**src/rtl/alu_sched.sv**
```systemverilog
// -----------------------------------------------------------------------------
// alu_sched
// Two-requester front end for a shared combinational ALU. It grants one
// requester, holds that requester's operands on the ALU for one cycle, and
// captures the result. The result is then held until the consumer accepts it.
//
// Ports
//   clk, rst_n             clock, asynchronous active-low reset
//   req_valid[1:0]         per-requester operation valid
//   req_ready[1:0]         per-requester accept strobe (one-hot or zero)
//   req_op[7:0]            4-bit opcode per requester ([3:0] req0, [7:4] req1)
//   req_a[15:0], req_b     8-bit operands per requester ([7:0] req0, [15:8] req1)
//   req_cin[1:0]           carry-in per requester
//   alu_s_af, alu_a, alu_b, alu_cin   operands driven to the ALU
//   alu_sel_a, alu_sel_b   operand-source selects, tied to direct operands
//   alu_out, alu_flags     ALU result and flags {OddParity, Positive, Cout, Zero}
//   rsp_valid/rsp_ready    response handshake
//   rsp_id, rsp_data, rsp_flags   issuing requester, captured result and flags
//   busy                   high whenever an operation is in flight
// -----------------------------------------------------------------------------
module alu_sched #(
    parameter int RR_ENABLE = 1
) (
    input  logic        clk,
    input  logic        rst_n,
    input  logic [1:0]  req_valid,
    output logic [1:0]  req_ready,
    input  logic [7:0]  req_op,
    input  logic [15:0] req_a,
    input  logic [15:0] req_b,
    input  logic [1:0]  req_cin,
    output logic [3:0]  alu_s_af,
    output logic [7:0]  alu_a,
    output logic [7:0]  alu_b,
    output logic        alu_cin,
    output logic        alu_sel_a,
    output logic        alu_sel_b,
    input  logic [7:0]  alu_out,
    input  logic [3:0]  alu_flags,
    output logic        rsp_valid,
    input  logic        rsp_ready,
    output logic        rsp_id,
    output logic [7:0]  rsp_data,
    output logic [3:0]  rsp_flags,
    output logic        busy
);

    typedef enum logic [1:0] {
        IDLE = 2'd0,
        EXEC = 2'd1,
        RESP = 2'd2
    } state_t;

    state_t      state;
    logic        last_grant;
    logic        grant_id;
    logic        grant_any;
    logic [3:0]  op_reg;
    logic [7:0]  a_reg;
    logic [7:0]  b_reg;
    logic        cin_reg;
    logic        id_reg;
    logic [7:0]  data_reg;
    logic [3:0]  flags_reg;
    logic        rsp_valid_reg;
    logic        busy_reg;

    assign grant_any = |req_valid;

    generate
        if (RR_ENABLE != 0) begin : g_rr
            // On a tie the requester that did not win last time gets the slot.
            always_comb begin
                grant_id = 1'b0;
                case (req_valid)
                    2'b01:   grant_id = 1'b0;
                    2'b10:   grant_id = 1'b1;
                    2'b11:   grant_id = ~last_grant;
                    default: grant_id = 1'b0;
                endcase
            end
        end else begin : g_fixed
            always_comb begin
                grant_id = ~req_valid[0];
            end
        end
    endgenerate

    // Accept strobe is combinational so the requester sees it in the same
    // cycle its operands are sampled; it is forced low while reset is held.
    assign req_ready = (rst_n && (state == IDLE) && grant_any)
                       ? (grant_id ? 2'b10 : 2'b01) : 2'b00;

    always_ff @(posedge clk or negedge rst_n) begin
        if (!rst_n) begin
            state         <= IDLE;
            last_grant    <= 1'b1;
            op_reg        <= 4'h0;
            a_reg         <= 8'h00;
            b_reg         <= 8'h00;
            cin_reg       <= 1'b0;
            id_reg        <= 1'b0;
            data_reg      <= 8'h00;
            flags_reg     <= 4'h0;
            rsp_valid_reg <= 1'b0;
            busy_reg      <= 1'b0;
        end else begin
            case (state)
                IDLE: begin
                    if (grant_any) begin
                        op_reg     <= grant_id ? req_op[7:4]  : req_op[3:0];
                        a_reg      <= grant_id ? req_a[15:8]  : req_a[7:0];
                        b_reg      <= grant_id ? req_b[15:8]  : req_b[7:0];
                        cin_reg    <= grant_id ? req_cin[1]   : req_cin[0];
                        id_reg     <= grant_id;
                        last_grant <= grant_id;
                        busy_reg   <= 1'b1;
                        state      <= EXEC;
                    end
                end
                EXEC: begin
                    data_reg      <= alu_out;
                    flags_reg     <= alu_flags;
                    rsp_valid_reg <= 1'b1;
                    state         <= RESP;
                end
                RESP: begin
                    if (rsp_ready) begin
                        rsp_valid_reg <= 1'b0;
                        busy_reg      <= 1'b0;
                        state         <= IDLE;
                    end
                end
                default: begin
                    rsp_valid_reg <= 1'b0;
                    busy_reg      <= 1'b0;
                    state         <= IDLE;
                end
            endcase
        end
    end

    // The operand registers only load on a grant, so the ALU inputs stay
    // put for the whole EXEC and RESP period.
    assign alu_s_af  = op_reg;
    assign alu_a     = a_reg;
    assign alu_b     = b_reg;
    assign alu_cin   = cin_reg;
    assign alu_sel_a = 1'b0;
    assign alu_sel_b = 1'b0;

    assign rsp_valid = rsp_valid_reg;
    assign rsp_id    = id_reg;
    assign rsp_data  = data_reg;
    assign rsp_flags = flags_reg;
    assign busy      = busy_reg;

endmodule

```
**config.mk**
```make
export PLATFORM = sky130hd
export DESIGN_NAME = alu_sched
export DESIGN_NICKNAME = d
export VERILOG_FILES = /design/src/rtl/alu_sched.sv
export SDC_FILE = /design/constraint.sdc
export NUM_CORES = 1
export LEC_CHECK = 0
export BUFFER_PORTS_ARGS = -buffer_cell sky130_fd_sc_hd__buf_2
export CAP_MARGIN = 30
export CORE_ASPECT_RATIO = 1.75
export CORE_MARGIN = 1
export CORE_UTILIZATION = 46
export DETAILED_ROUTE_END_ITERATION = 8
export GPL_TIMING_DRIVEN = 1
export PLACE_DENSITY_LB_ADDON = 0.1
export SLEW_MARGIN = 10
export SYNTH_ARGS = -nofsm -noshare
export SYNTH_HDL_FRONTEND = slang
export SYNTH_SLANG_ARGS = --single-unit
```
**constraint.sdc**
```tcl
create_clock -name clk -period 1.7 [get_ports clk]
set_input_delay 0.17 -clock clk [delete_from_list [all_inputs] [get_ports clk]]
set_output_delay 0.17 -clock clk [all_outputs]
set_load 0.02 [all_outputs]
```
==> impl_metrics.tcl <==
set metrics [dict create \
    cts_buffers 5 \
    drc 0 \
    hold_path_class "in2reg" \
    num_antenna_cells 0 \
    cp_max_fo 5 \
    ant_nets 0 \
    root_buffer "clkbuf_8" \
    grt_pass1_wl_um 7293 \
    period_share_pct 95.08 \
    yosys_warnings 0 \
    timing.rr.end "alu_s_af[2]$_DFFE_PN0P_" \
    cp-endpoint "req_ready[0]" \
    async_reset_ff_share_pct 100.0 \
    die-area_um2 4703 \
    initial_core_util_pct 48.57 \
    regToRegSetupSlack_ns 0.37 \
    syn_to_final_growth_pct 32.90 \
    drive_gt1_share_pct 55.15 \
    synth_area_um2 2034 \
    fin_skew_ns 0.004542 \
    synth-seq-cells 39 \
    drv_cap 0 \
    setup_violations 0 \
    grt_max_degree 26 \
    startpoint "state[0]$_DFFE_PN0P_" \
    timing.fmax_mhz 618.7 \
    first_global_vias 1629 \
    status "finished, final reports clean" \
    cts_max_level 2 \
    crit_type "reg2out" \
    ys.flop_type "dfrtp_1" \
    first_pass_iters 4 \
    p_total_w 0.005345 \
    avgSynthCellArea_um2 11.90 \
    cts_sinks 39 \
    dieWidth_um 52.27 \
    clockBufferDepth 2 \
    worst_setup_path_end_kind "output pin" \
    maxSlewViolCount 0 \
    fin_nets 330 \
    reg2reg_depth 4 \
    vdd_drop_max_mv 1.261 \
    synth_cell_types 26 \
    synth_edf_count 0 \
    first_iter_violations 14 \
    ios 99 \
    io_buffers 96 \
    die_h_um 89.98 \
    holdWs_ns 0.08098 \
    worst-endpoint-required_ns 1.53 \
    grt.total_usage_pct 20.83 \
    multi_input_area_um2 949.7 \
    core.rowCount 31 \
    post-route-min-period_ns 1.616 \
    drt-wirelength-per-cell_um 13.97 \
    clk_latency_ns 0.29 \
    powerDensity_nw_per_um2 1977 \
    yosysSeqAreaShare_pct 48.03 \
    syn_inst 171 \
    clk_pin_slew_ns 0.08 \
    nFillCells 381 \
    place_congestion 0.7281 \
    crit_path_start_kind "register" \
    cp_data_arrival_time_ns 1.45 \
    core_um2 4189 \
    leakagePower_nw 1.245 \
    worstReg2RegStart "last_grant$_DFFE_PN1P_" \
    tritoncts "built" \
    register_area_um2 977.2 \
    vias_per_cell 5.031 \
    overflow 0 \
    dp_hpwl_um 3402 \
    hold_violations 0 \
    wl_um 4484 \
    grt_antenna_before_repair 0 \
    vias 1615 \
]
[per-stage QoR]
| stage | worst slack (ns) | cell area (µm²) | setup TNS, ns | cells | utilization [%] |
|---|---|---|---|---|---|
| finish | 0.08361 | 2704 | 0 | 321 | 64.55 |
| global route | -0.00004996 | 2704 | -0.00004996 | 321 | 64.55 |
| CTS | -0.007327 | 2684 | -0.007327 | 320 | 64.07 |
| detailed placement | 0.2684 | 2550 | 0 | 311 | 60.87 |
| global placement | 0.3156 | 2550 | 0 | 311 | 60.87 |
| floorplan | 0.2899 | 2038 | 0 | 172 | - |
[cells in the mapped netlist, drive strengths merged (2+ instances only)]
| cell | instances | area (µm²) |
|---|---|---|
| dfrtp | 38 | 950.9 |
| and3 | 2 | 12.51 |
| clkbuf | 4 | 15.01 |
| nor2b | 2 | 12.51 |
| inv | 2 | 7.510 |
| buf | 11 | 98.84 |
| nand2 | 43 | 161.4 |
| a21oi | 23 | 115.1 |
| a31oi | 22 | 422.9 |
| nor2 | 2 | 10.01 |
| mux2 | 12 | 135.1 |
[layer usage]
layer / wire [µm] / track usage (%) / share of wire [%] / up-vias
met3: 275 / 4.907 / 6.1 / 9
met2: 2417 / 37.18 / 54 / 73
met5: 0 / 0 / 0 / -
li1: - / - / - / 789
met4: 99 / 8.772 / 2.2 / 0
met1: 1691 / 22.19 / 38 / 744
[layout make-up]
class,instances,area share (%)
timing repair buffer,107,21.84
sequential,39,36.14
clock inverter,2,1.296
multi-input combinational,116,35.12
inverter,2,0.2776
clock buffer,6,3.054
tap,49,2.267
[logic make-up (layout without fill, tap and decap cells)]
family	count (synthesis)	after routing	share of synthesized area, %
other	1	2	0.1843
buffers and inverters	17	117	5.965
muxes	12	12	6.642
AOI/OAI and AO/OA	51	51	28.78
and+or+nand+nor	51	51	10.39
DFF	39	39	48.03
[how the worst min path moves through the flow]
stage                 startpoint                        to  slack, ns  cells after the start
floorplan                  rst_n      alu_a[0]$_DFFE_PN0P_      -0.13                      0
global placement           rst_n  rsp_flags[2]$_DFFE_PN0P_     -0.002                      1
CTS                 req_valid[0]    last_grant$_DFFE_PN1P_       0.07                      2
finish              req_valid[0]    last_grant$_DFFE_PN1P_       0.08                      2
detailed placement         rst_n  rsp_flags[2]$_DFFE_PN0P_     -0.004                      1
global route        req_valid[0]    last_grant$_DFFE_PN1P_       0.09                      2
[timing repair]
action	4_1_cts	5_1_grt
pin swaps	0	1
setup buffers	0	1
setup endpoints to repair	2	2
endpoints found under the hold margin	38	0
resized for setup	1	3
hold buffers	1	0
[report_power, final]
| group | internal, W | switching, W | leakage [nW] | total [W] |
|---|---|---|---|---|
| Combinational | 0.00123 | 0.00165 | 0.739 | 0.00288 |
| Clock | 0.000475 | 0.000329 | 0.0612 | 0.000804 |
| Sequential | 0.00141 | 0.000255 | 0.445 | 0.00167 |
[cell usage in the layout, fill, tap and decap left out, types with 2 or more instances in the layout]
master	netlist	final
a21oi_1	23	23
a31oi_1	3	3
a31oi_4	19	19
and3_1	2	2
buf_12	2	2
buf_2	5	96
buf_4	3	8
clkbuf_8	0	6
conb_1	1	2
dfrtp_1	38	38
inv_1	2	2
mux2_2	12	12
nand2_1	43	43
nor2b_1	2	2
[critical path, cell delays in order, from the launching register on]
cell     delay (ns)
dfrtp_1        0.44
nor2_2         0.20
and2_4         0.20
and3_1         0.16
buf_2          0.16
Power figures use the tool's default switching activity.
